--- src/rtl/ptype_rr_arb.sv ---
// ptype_rr_arb: round-robin arbiter feeding a single-entry output register.
// NUM_REQ requesters share one typed datapath; the held beat carries the
// index of the requester that supplied it.
// Optional feature: define PTYPE_RR_ARB_LOCK_EN to add req_lock. A locked
// accept keeps the grant on that requester until it sends an unlocked beat.
//
// state | meaning
// EMPTY | output register holds no beat, out_valid=0
// FULL  | output register holds a beat, out_valid=1
module ptype_rr_arb #(
   parameter int  NUM_REQ = 4,
   parameter int  WIDTH   = 8,
   parameter type TYPE_T  = logic [WIDTH-1:0]
) (
   input  logic                         clk,
   input  logic                         rst_n,
   input  logic [NUM_REQ-1:0]           req_valid,
   input  TYPE_T                        req_data [NUM_REQ],
`ifdef PTYPE_RR_ARB_LOCK_EN
   input  logic [NUM_REQ-1:0]           req_lock,
`endif
   output logic [NUM_REQ-1:0]           req_ready,
   output logic                         out_valid,
   output TYPE_T                        out_data,
   output logic [$clog2(NUM_REQ)-1:0]   out_id,
   input  logic                         out_ready
);

   localparam int ID_W = $clog2(NUM_REQ);

   typedef enum logic {EMPTY = 1'b0, FULL = 1'b1} state_t;

   state_t          state;
   logic [ID_W-1:0] rr_ptr;
   logic [ID_W-1:0] win;
   logic [ID_W-1:0] cand;
   logic [ID_W-1:0] ptr_next;
   logic            win_found;
   logic            can_load;
   int              idx_c;

`ifdef PTYPE_RR_ARB_LOCK_EN
   logic            lock_active;
   logic [ID_W-1:0] lock_id;
`endif

   assign out_valid = (state == FULL);
   assign can_load  = (state == EMPTY) | (out_ready & out_valid);
   // Explicit wrap so non-power-of-2 NUM_REQ never lands on an unused index.
   assign ptr_next  = (win == ID_W'(NUM_REQ - 1)) ? '0 : win + ID_W'(1);

   // Search for the first valid requester starting at rr_ptr, wrapping modulo NUM_REQ.
   always_comb begin
      win_found = 1'b0;
      win       = '0;
      idx_c     = 0;
      cand      = '0;
      for (int i = 0; i < NUM_REQ; i++) begin
         idx_c = int'(rr_ptr) + i;
         if (idx_c >= NUM_REQ) idx_c = idx_c - NUM_REQ;
         cand = ID_W'(idx_c);
         if (!win_found && req_valid[cand]) begin
            win_found = 1'b1;
            win       = cand;
         end
      end
`ifdef PTYPE_RR_ARB_LOCK_EN
      // A held lock pins the grant even when the owner is idle.
      if (lock_active) begin
         win       = lock_id;
         win_found = req_valid[lock_id];
      end
`endif
   end

   // One-hot accept towards the winner; forced low while reset is asserted.
   always_comb begin
      req_ready = '0;
      if (rst_n && can_load && win_found) req_ready[win] = 1'b1;
   end

   // Output register, FSM and round-robin pointer.
   always_ff @(posedge clk or negedge rst_n) begin
      if (!rst_n) begin
         state    <= EMPTY;
         out_data <= '0;
         out_id   <= '0;
         rr_ptr   <= '0;
`ifdef PTYPE_RR_ARB_LOCK_EN
         lock_active <= 1'b0;
         lock_id     <= '0;
`endif
      end else if (can_load) begin
         if (win_found) begin
            state    <= FULL;
            out_data <= req_data[win];
            out_id   <= win;
`ifdef PTYPE_RR_ARB_LOCK_EN
            if (lock_active) begin
               if (!req_lock[win]) begin
                  lock_active <= 1'b0;
                  rr_ptr      <= ptr_next;
               end
            end else if (req_lock[win]) begin
               lock_active <= 1'b1;
               lock_id     <= win;
            end else begin
               rr_ptr <= ptr_next;
            end
`else
            rr_ptr <= ptr_next;
`endif
         end else begin
            state <= EMPTY;
         end
      end
   end

endmodule

--- config.mk ---
export PLATFORM = sky130hd
export DESIGN_NAME = ptype_rr_arb
export DESIGN_NICKNAME = d
export VERILOG_FILES = /design/src/rtl/ptype_rr_arb.sv
export SDC_FILE = /design/constraint.sdc
export NUM_CORES = 1
export LEC_CHECK = 0
export BUFFER_PORTS_ARGS = -buffer_cell sky130_fd_sc_hd__buf_4
export CAP_MARGIN = 20
export CORE_ASPECT_RATIO = 1.1
export CORE_MARGIN = 3
export CORE_UTILIZATION = 40
export CTS_CLUSTER_DIAMETER = 120
export DETAILED_ROUTE_END_ITERATION = 8
export PLACE_DENSITY_LB_ADDON = 0.05
export SYNTH_ARGS = -nofsm -noshare
export SYNTH_HDL_FRONTEND = slang
export SYNTH_SLANG_ARGS = --single-unit
export TNS_END_PERCENT = 1
--- constraint.sdc ---
create_clock -name clk -period 2.6 [get_ports clk]
set_clock_uncertainty 0.05 [all_clocks]
set_input_delay 0.13 -clock clk [delete_from_list [all_inputs] [get_ports clk]]
set_output_delay 0.13 -clock clk [all_outputs]
set_load 0.02 [all_outputs]
==> flow_summary.toml, run 1 <==
[global_routing]
grt_pass1_wl_um = 3570
grt_antenna_before_repair = 0
grt_pass1_vias = 803
grt_usage = 0.181
grt-ovfl-total = 0
grt_max_degree = 16

[timing]
slew-limit-headroom = 0.700
fmax_ghz = 0.537
worst_slew_pin_slew_ns = 0.446
hold_viol = 0
setup_viol = 0
fin_setup_tns_ns = 0
period_needed_ns = 1.86
fin_crit_sh = 0.716
grt_setup_unrepaired = "no"
setup_ws_ns = 0.739
report.final.slew_viol_count = 0

[final_layout]
fin_nets = 180
drive_gt1_frac = 0.429
fin_util = 0.683
area_delta_synth_final_pct = 57.2
nFillCells = 170
diodes = 0

[floorplan]
rows = 16
die_area_um2 = 2580
start_util = 0.435
io_pins = 54
core_area_um2 = 1840
die_h_um = 52.9
die_w_um = 48.7

[route]
via_count = 833
routedWlPerCell_um = 13.4
drc = 0
drtIter0Drc = 5
antenna_left = 0
viasPerCell = 4.99
wl_um = 2240
drt_pre_antenna_iters = 4

[yosys]
synthFlopType = "dfrtp_1"
netlist.area_leader.share = 0.406
yosysUniqueCellTypes = 21
synthTopCellsByArea = "dfrtp_1 41%, mux2i_1 20%, o221ai_1 8.8%, nand2_1 6.6%, a21oi_1 2.5%"
syn_nets = 123
yosysMostFrequentCell = "mux2i_1"
syn-cell-area_um2 = 801
synthArstFlopShare = 1.00
syn_avg_cell_area_um2 = 9.53
yosysWarningCount = 0
yosysSeqAreaShare = 0.406
synth_common_cells = "16 x mux2i_1, 14 x nand2_1, 13 x dfrtp_1"
yosys.area.top_type = "dfrtp_1"
synth_edf_count = 0
synthesis.instances = 84
ys_ff_latch = 13

[cts]
h-tree-depth = 1
clock_latency_ns = 0.28
clk_pin_slew_ns = 0.08
clock_sinks = 13
numCtsBuffers = 3
cts_resized = 0
tritoncts = "done"
cts_setup_buffers = 0
cts-root-buf = "clkbuf_4"
clk_path_buf_depth = 2

[worst_hold_path]
hp-class = "in -> reg"
whs_path_depth = 3

[worst_setup_path]
worst_setup_path_start_kind = "flop"
crit_type = "reg -> out"
crit_fanout = 5
worstPathArrival_ns = 1.68
end_kind = "primary output"
worstPathRequired_ns = 2.42
ff2ff_path_depth = 5

[placement]
dp_hpwl_um = 1770
place_ws_ns = 0.957
port_buffers = 53
place.gp.congestion = 0.795

[power_and_ir_drop]
vdd_drop_max_uv = 476
leakagePower_nw = 0.652
power_mw = 0.981
power_density_nw_per_um2 = 779

[outcome]
status = "completed"

[flow_run]
cap_violations = 0
[critical path, stage by stage (launching register included)]
cell      delay [ns]
dfrtp_1         0.36
nor2b_1         0.06
a21o_1          0.16
a211oi_2        0.36
nand3_1         0.18
nor2_1          0.12
buf_4           0.15
[what timing repair did]
action,4_1_cts,5_1_grt
endpoints found under the setup margin,0,0
hold endpoints to repair,13,0
hold buffers,1,0
[cells in the final DEF, fill, tap and decap left out]
cell / Yosys / routed
a211oi_2: 1 / 1
a21boi_0: 1 / 1
a21o_1: 2 / 2
a21oi_1: 4 / 4
buf_4: 2 / 55
clkbuf_1: 0 / 1
clkbuf_4: 0 / 3
dfrtp_1: 13 / 13
dlygate4sd3_1: 0 / 1
inv_1: 4 / 4
mux2i_1: 16 / 16
nand2_1: 14 / 14
nand2_2: 1 / 1
nand2b_1: 3 / 3
nand3_1: 1 / 1
nand3b_1: 1 / 1
nor2_1: 5 / 5
nor2b_1: 1 / 1
nor4_1: 1 / 1
o21ai_0: 2 / 2
o221ai_1: 8 / 8
o32a_1: 1 / 1
xnor2_1: 1 / 1
[registers in the layout, indices dropped and copies added, names as in the netlist]
register and flops:
out_data 8, out_id 2, rr_ptr 2, out_valid 1
[cell families after synthesis]
logic type | count (synthesis) | share of synthesized area
multiplexers | 16 | 0.200
flip-flops | 13 | 0.406
AO/OA/AOI/OAI | 19 | 0.181
buffers and inverters | 8 | 0.0500
AND/OR/NAND/NOR | 27 | 0.152
XOR/XNOR | 1 | 0.0109
[layer usage]
layer | part of all wire | global-route usage | vias to the layer above
met5 | 0 | 0 | -
met4 | 0.012 | 0.0569 | 0
met3 | 0.073 | 0.0394 | 4
met2 | 0.49 | 0.321 | 34
met1 | 0.42 | 0.220 | 379
li1 | - | - | 416
[final cells by class]
type / count / area [µm²] / area share
Clock buffer: 4 / 26.3 / 0.0209
Tap cell: 27 / 33.8 / 0.0268
Timing Repair Buffer: 56 / 423 / 0.336
Inverter: 4 / 15.0 / 0.0119
Sequential cell: 13 / 325 / 0.258
Multi-Input combinational cell: 63 / 435 / 0.346
[worst paths after layout]
path                         startpoint      endpoint  slack (ns)
min reg2reg                   out_id[0]     out_id[0]        0.44
max in group asynchronous         rst_n     rr_ptr[1]        2.15
min                        req_valid[2]     out_valid        0.04
min in group asynchronous         rst_n   out_data[1]        0.18
max reg2reg                   rr_ptr[0]   out_data[3]        0.96
max                           rr_ptr[0]  req_ready[3]        0.74
[where the power goes]
part,internal [mW],switching [mW],total (mW)
combinational,0.253,0.273,0.527
sequential,0.275,0.0465,0.322
clock,0.0596,0.0729,0.132
total,0.588,0.393,0.981
[through the flow]
stage / hold slack (ns) / cells / area (µm²)
2_1_floorplan: -0.216 / 84 / 801
4_1_cts: 0.0393 / 167 / 1260
6_report: 0.0392 / 167 / 1260
5_1_grt: 0.0445 / 167 / 1260
3_5_place_dp: -0.0566 / 162 / 1220
3_3_place_gp: -0.0590 / 162 / 1220
Note: power is estimated with default switching activity, not from simulation.
==> run 2: changes to the inputs <==
--- a/config.mk
+++ b/config.mk
@@ -9,7 +9,7 @@
 export CAP_MARGIN = 20
 export CORE_ASPECT_RATIO = 1.1
 export CORE_MARGIN = 3
-export CORE_UTILIZATION = 40
+export CORE_UTILIZATION = 36
 export CTS_CLUSTER_DIAMETER = 120
 export DETAILED_ROUTE_END_ITERATION = 8
 export PLACE_DENSITY_LB_ADDON = 0.05
==> constraint.sdc (replaced) <==
create_clock -name clk -period 1.6 [get_ports clk]
set_clock_uncertainty 0.05 [all_clocks]
set_input_delay 0.08 -clock clk [delete_from_list [all_inputs] [get_ports clk]]
set_output_delay 0.08 -clock clk [all_outputs]
set_load 0.02 [all_outputs]
==> run 2 against run 1 <==
  * The run now ends with negative setup slack left
  * First-iteration DRC count grew 100%
  * Combinational power grew 110%
  * Clock-buffer cell count stayed put
  * Wire length increased by 6.0%
  * Critical path depth unchanged
  * Via count up 5.6%
  * Highest routed layer unchanged
==> flow_summary.toml, run 2 (synthesis results as in run 1) <==
[cts]
numCtsBuffers = 3
clk_path_buf_depth = 2
tritoncts = "done"
cts-root-buf = "clkbuf_4"
h-tree-depth = 1
clk_pin_slew_ns = 0.08
clock_latency_ns = 0.27
clock_sinks = 13

[route]
drt_pre_antenna_iters = 4
routedWlPerCell_um = 13.7
drc = 0
dr.max_layer_used = "met4"
met1_length_um = 985
wl_met2_um = 1210
viasPerCell = 5.06
route.met3.wl_um = 148
via_count = 880
antenna_left = 0
drtIter0Drc = 10
wl_um = 2380

[timing]
fin_setup_tns_ns = -0.858
fin_crit_sh = 1.06
hold_viol = 0
period_needed_ns = 1.69
slew-limit-headroom = 0.678
setup_ws_ns = -0.0932
report.final.slew_viol_count = 0
worst_slew_pin_slew_ns = 0.479
setup_viol = 12
fmax_ghz = 0.591
grt_setup_unrepaired = "yes"

[worst_setup_path]
worst_setup_path_start_kind = "flop"
worstPathRequired_ns = 1.47
crit_fanout = 4
end_kind = "primary output"
worstPathArrival_ns = 1.56
crit_type = "reg -> out"

[final_layout]
largest_reg_flops = 8
area.sequential_um2 = 327
drive_gt1_frac = 0.534
multi_input_area_um2 = 489
fin_nets = 186
design_area_um2 = 1410
layout_common_cells = "57 x buf_4, 14 x nand2_1, 14 x mux2i_1"
regMostFlops = "out_data"
final_common_cell = "buf_4"
diodes = 0
fin_util = 0.682
reg_top3 = "out_data x8, out_id x2, rr_ptr x2"
area_delta_synth_final_pct = 75.8
nFillCells = 169
stdcell_count = 174

[floorplan]
core_area_um2 = 2060
io_pins = 54
die_w_um = 51.0
start_util = 0.388
die_area_um2 = 2830
rows = 17
die_h_um = 55.5

[flow_run]
cap_violations = 0

[global_routing]
grt_antenna_before_repair = 0
grt_pass1_wl_um = 3980
grt-ovfl-total = 0
grt_usage = 0.182
grt_max_degree = 16
grt_pass1_vias = 944

[outcome]
violations = "negative setup slack"
status = "finished with violations"

[placement]
placed_cells = 163
port_buffers = 53
place.gp.congestion = 0.726
postPlaceCellArea_um2 = 1240
dp_hpwl_um = 1640
place_ws_ns = -0.0729

[power_and_ir_drop]
power_density_nw_per_um2 = 1310
vdd_drop_max_uv = 799
leakagePower_nw = 0.706

[worst_hold_path]
hp-class = "in -> reg"
==> run 2: cell count changes in the layout (fill, tap and decap cells not counted), moves of 2 or more <==
| cell | previous run | this run |
|---|---|---|
| mux2i_1 | 16 | 14 |
| a21oi_1 | 4 | 1 |
| a21oi_2 | 0 | 2 |
| mux2i_2 | 0 | 2 |
| buf_6 | 0 | 2 |
| buf_4 | 55 | 57 |
| nor2_2 | 0 | 3 |
| nor2_1 | 5 | 2 |
==> run 2: final timing paths <==
kind / slack (ns) / from / cells past startpoint / end
setup / recovery: -0.09 / rr_ptr[0] / 6 / req_ready[2]
hold / removal: 0.009 / req_valid[2] / 3 / out_valid
setup reg to reg: -0.09 / rr_ptr[1] / 5 / out_data[0]
hold reg to reg: 0.44 / out_id[1] / 2 / out_id[1]
max in group asynchronous: 1.17 / rst_n / 2 / rr_ptr[1]
min in group asynchronous: 0.14 / rst_n / 2 / out_id[1]
==> run 2: area by class of cell <==
cell class	instances	area share
clock buffer	4	0.0187
inverter	4	0.0124
multi-input combinational	63	0.348
sequential	13	0.232
tap	28	0.0249
timing repair buffer	62	0.364
==> run 2: repair_timing <==
item | in CTS | in global routing
gates resized for setup | 11 | 6
cloned | 1 | 0
buffers inserted | 5 | 0
hold endpoints to repair | 13 | 0
pin swaps | 8 | 3
setup endpoints to repair | 12 | 14
hold buffers | 1 | 0
==> run 2: power breakdown <==
part | switching [mW] | leakage (nW) | internal (mW)
Sequential | 0.0803 | 0.154 | 0.450
Clock | 0.108 | 0.0150 | 0.0965
Combinational | 0.519 | 0.538 | 0.589
Total | 0.707 | 0.706 | 1.14
==> run 2: layer usage <==
layer,up-vias,GRT usage
li1,430,-
met1,412,0.209
met2,34,0.324
met3,4,0.0270
met4,0,0.0808
met5,-,0
==> run 2: through the flow <==
stage / total power, mW / hold WS, ns
2_1_floorplan: 1.05 / -0.266
3_3_place_gp: 1.39 / -0.108
3_5_place_dp: 1.41 / -0.105
4_1_cts: 1.82 / 0.00363
5_1_grt: 1.95 / 0.0239
6_report: 1.84 / 0.00909
==> run 2: worst max-delay path, cell delays in order, from the launching register on <==
cell and delay (ns):
dfrtp_1 0.38, nor2b_1 0.07, a21o_1 0.18, a211oi_4 0.26, nand3b_1 0.18, nor2_1 0.07
buf_4 0.16
==> run 3: changes to the inputs <==
--- a/config.mk
+++ b/config.mk
@@ -5,11 +5,12 @@
 export SDC_FILE = /design/constraint.sdc
 export NUM_CORES = 1
 export LEC_CHECK = 0
+export ABC_AREA = 1
 export BUFFER_PORTS_ARGS = -buffer_cell sky130_fd_sc_hd__buf_4
 export CAP_MARGIN = 20
 export CORE_ASPECT_RATIO = 1.1
 export CORE_MARGIN = 3
-export CORE_UTILIZATION = 36
+export CORE_UTILIZATION = 40
 export CTS_CLUSTER_DIAMETER = 120
 export DETAILED_ROUTE_END_ITERATION = 8
 export PLACE_DENSITY_LB_ADDON = 0.05
==> run 3 against run 2 <==
  * The flow still finishes with violations (negative setup slack)
  * Maximum frequency decreased by 20%
  * Wire length increased by 47%
  * First-iteration DRC count increased to 9.4 times the previous value
  * Final cell count increased by 76%
  * Sequential power increased by 22%
  * Hold slack improved by 0.042 ns
  * Register-to-register slack got worse by 0.30 ns
  * Largest power group unchanged
  * Critical path depth increased by 6
  * Global-route usage about the same
  * Die area increased by 40%
==> flow_summary.toml, run 3 <==
[placement]
placed_cells = 294
place.gp.congestion = 0.838
dp_hpwl_um = 2810
place_ws_ns = -0.444
port_buffers = 53

[final_layout]
final_common_cell = "nand2_1"
largest_reg_flops = 8
diodes = 0
fin_nets = 313
reg_top3 = "out_data x8, out_id x2, rr_ptr x2"
area_delta_synth_final_pct = 57.2
layout_common_cells = "80 x nand2_1, 67 x buf_4, 39 x nand2_2"
regMostFlops = "out_data"
fin_util = 0.664
stdcell_count = 307
drive_gt1_frac = 0.535

[floorplan]
die_w_um = 60.3
rows = 21
die_h_um = 65.8
core_area_um2 = 3070
die_area_um2 = 3970
start_util = 0.422
io_pins = 54

[timing]
setup_ws_ns = -0.505
fin_setup_tns_ns = -5.58
fmax_ghz = 0.475
fin_crit_sh = 1.32
setup_viol = 17
period_needed_ns = 2.11
hold_viol = 0
slew-limit-headroom = 0.838
grt_setup_unrepaired = "yes"
report.final.slew_viol_count = 0
worst_slew_pin_slew_ns = 0.243

[route]
viasPerCell = 4.81
via_count = 1477
antenna_left = 0
drtIter0Drc = 94
wl_um = 3490
drc = 0
drt_pre_antenna_iters = 4
routedWlPerCell_um = 11.4

[power_and_ir_drop]
leakagePower_nw = 1.13
power_density_nw_per_um2 = 2760
power_mw = 5.64
vdd_drop_max_uv = 2890

[global_routing]
top_usage_layer = "met2"
grtUsageMet1 = 0.271
grt_max_degree = 17
grt_pass1_wl_um = 5710
grt_usage = 0.182
grt-ovfl-total = 0
grt_antenna_before_repair = 0
grt_use_met3 = 0.0118
grt_pass1_vias = 1341
grt_use_met2 = 0.281

[cts]
clk_path_buf_depth = 2
numCtsBuffers = 3
clock_latency_ns = 0.27
tritoncts = "done"
clk_pin_slew_ns = 0.08
cts-root-buf = "clkbuf_4"
clock_sinks = 13
h-tree-depth = 1

[worst_hold_path]
hp-class = "in -> reg"
worstHoldStart = "out_ready"
whs_path_depth = 4

[worst_setup_path]
slowest_stage = "dfrtp_2"
ff2ff_path_depth = 15
crit_fanout = 7
crit_type = "reg -> out"
worst_setup_path_start_kind = "flop"
r2r_slack_ns = -0.39
end_kind = "primary output"
worstReg2RegStart = "rr_ptr[0]"
crit_end = "req_ready[2]"
worstPathRequired_ns = 1.47
worstPathArrival_ns = 1.98
path_cells = "buf_6 -> nand2_2 -> nand2_4 -> nand2_2 -> nand2_2 -> nor2_4 -> nand3_4 -> nand3_4 -> buf_6 -> inv_6 -> nor3_4 -> buf_6"
rr_endpoint = "out_data[2]"
slowest_delay_ns = 0.51
crit_start = "rr_ptr[0]"

[yosys]
synthArstFlopShare = 1.00
yosysSeqAreaShare = 0.250
syn_nets = 238
yosysWarningCount = 0
yosys.area.top_type = "nand2_1"
synth_common_cells = "96 x nand2_1, 27 x nand2_2, 17 x nand4_1"
synthesis.instances = 199
netlist.area_leader.share = 0.277
synth_edf_count = 0
yosysUniqueCellTypes = 24
yosysMostFrequentCell = "nand2_1"
synthFlopType = "dfrtp_1"
ys_ff_latch = 13
syn-cell-area_um2 = 1300
synthTopCellsByArea = "nand2_1 28%, dfrtp_1 25%, nand2_2 13%, nand4_1 8.2%, nand3_4 4.0%"
syn_avg_cell_area_um2 = 6.53

[flow_run]
cap_violations = 0

[outcome]
violations = "negative setup slack"
status = "finished with violations"
==> run 3: how the worst min path moves through the flow <==
stage | endpoint
detailed placement | out_data[0]
finish | out_valid
global placement | out_data[0]
global route | out_valid
floorplan | out_data[0]
CTS | out_valid
==> run 3: repair_timing <==
item | in CTS | in global routing
setup buffers | 7 | 0
gates cloned | 1 | 0
hold endpoints to repair | 13 | 0
hold buffers | 1 | 0
setup endpoints to repair | 17 | 17
gates resized for setup | 26 | 7
pin swaps | 20 | 7
==> run 3: logic make-up (layout without fill, tap and decap cells) <==
family,count (synthesis),after routing,share of synthesized area
flops,13,13,0.250
buf+inv,24,98,0.117
simple gates,156,156,0.605
compound gates,6,6,0.0279
==> run 3: area by class of cell <==
class	instances	area, µm²
clock buffers	4	26.3
fillers	273	1030
inverters	14	67.6
multi-input cells	162	927
flip-flops and latches	13	327
well taps	34	42.5
repair buffers	79	646
repair inverters	1	6.26
==> run 3: per-stage QoR <==
| stage | area [µm²] | hold slack, ns |
|---|---|---|
| CTS | 2010 | 0.0481 |
| global placement | 1860 | -0.109 |
| global route | 2040 | 0.0808 |
| finish | 2040 | 0.0507 |
| detailed placement | 1860 | -0.106 |
| floorplan | 1370 | -0.266 |
==> run 3: where the power goes <==
part / switching [mW] / total [mW] / leakage (nW) / internal, mW
registers: 0.138 / 0.647 / 0.157 / 0.509
logic: 2.75 / 4.80 / 0.961 / 2.05
clock network: 0.103 / 0.199 / 0.0150 / 0.0964
total: 2.99 / 5.64 / 1.13 / 2.66
==> run 3: critical path: cells and delay by family, from the launching register on <==
kind          cells  cell delay, ns
flops             1            0.51
simple gates      8            0.71
buf+inv           4            0.49
==> run 3: layer usage <==
metal | share of wire | vias up
li1 | - | 783
met5 | 0 | -
met4 | 0.0040 | 0
met1 | 0.47 | 648
met2 | 0.47 | 44
met3 | 0.057 | 2
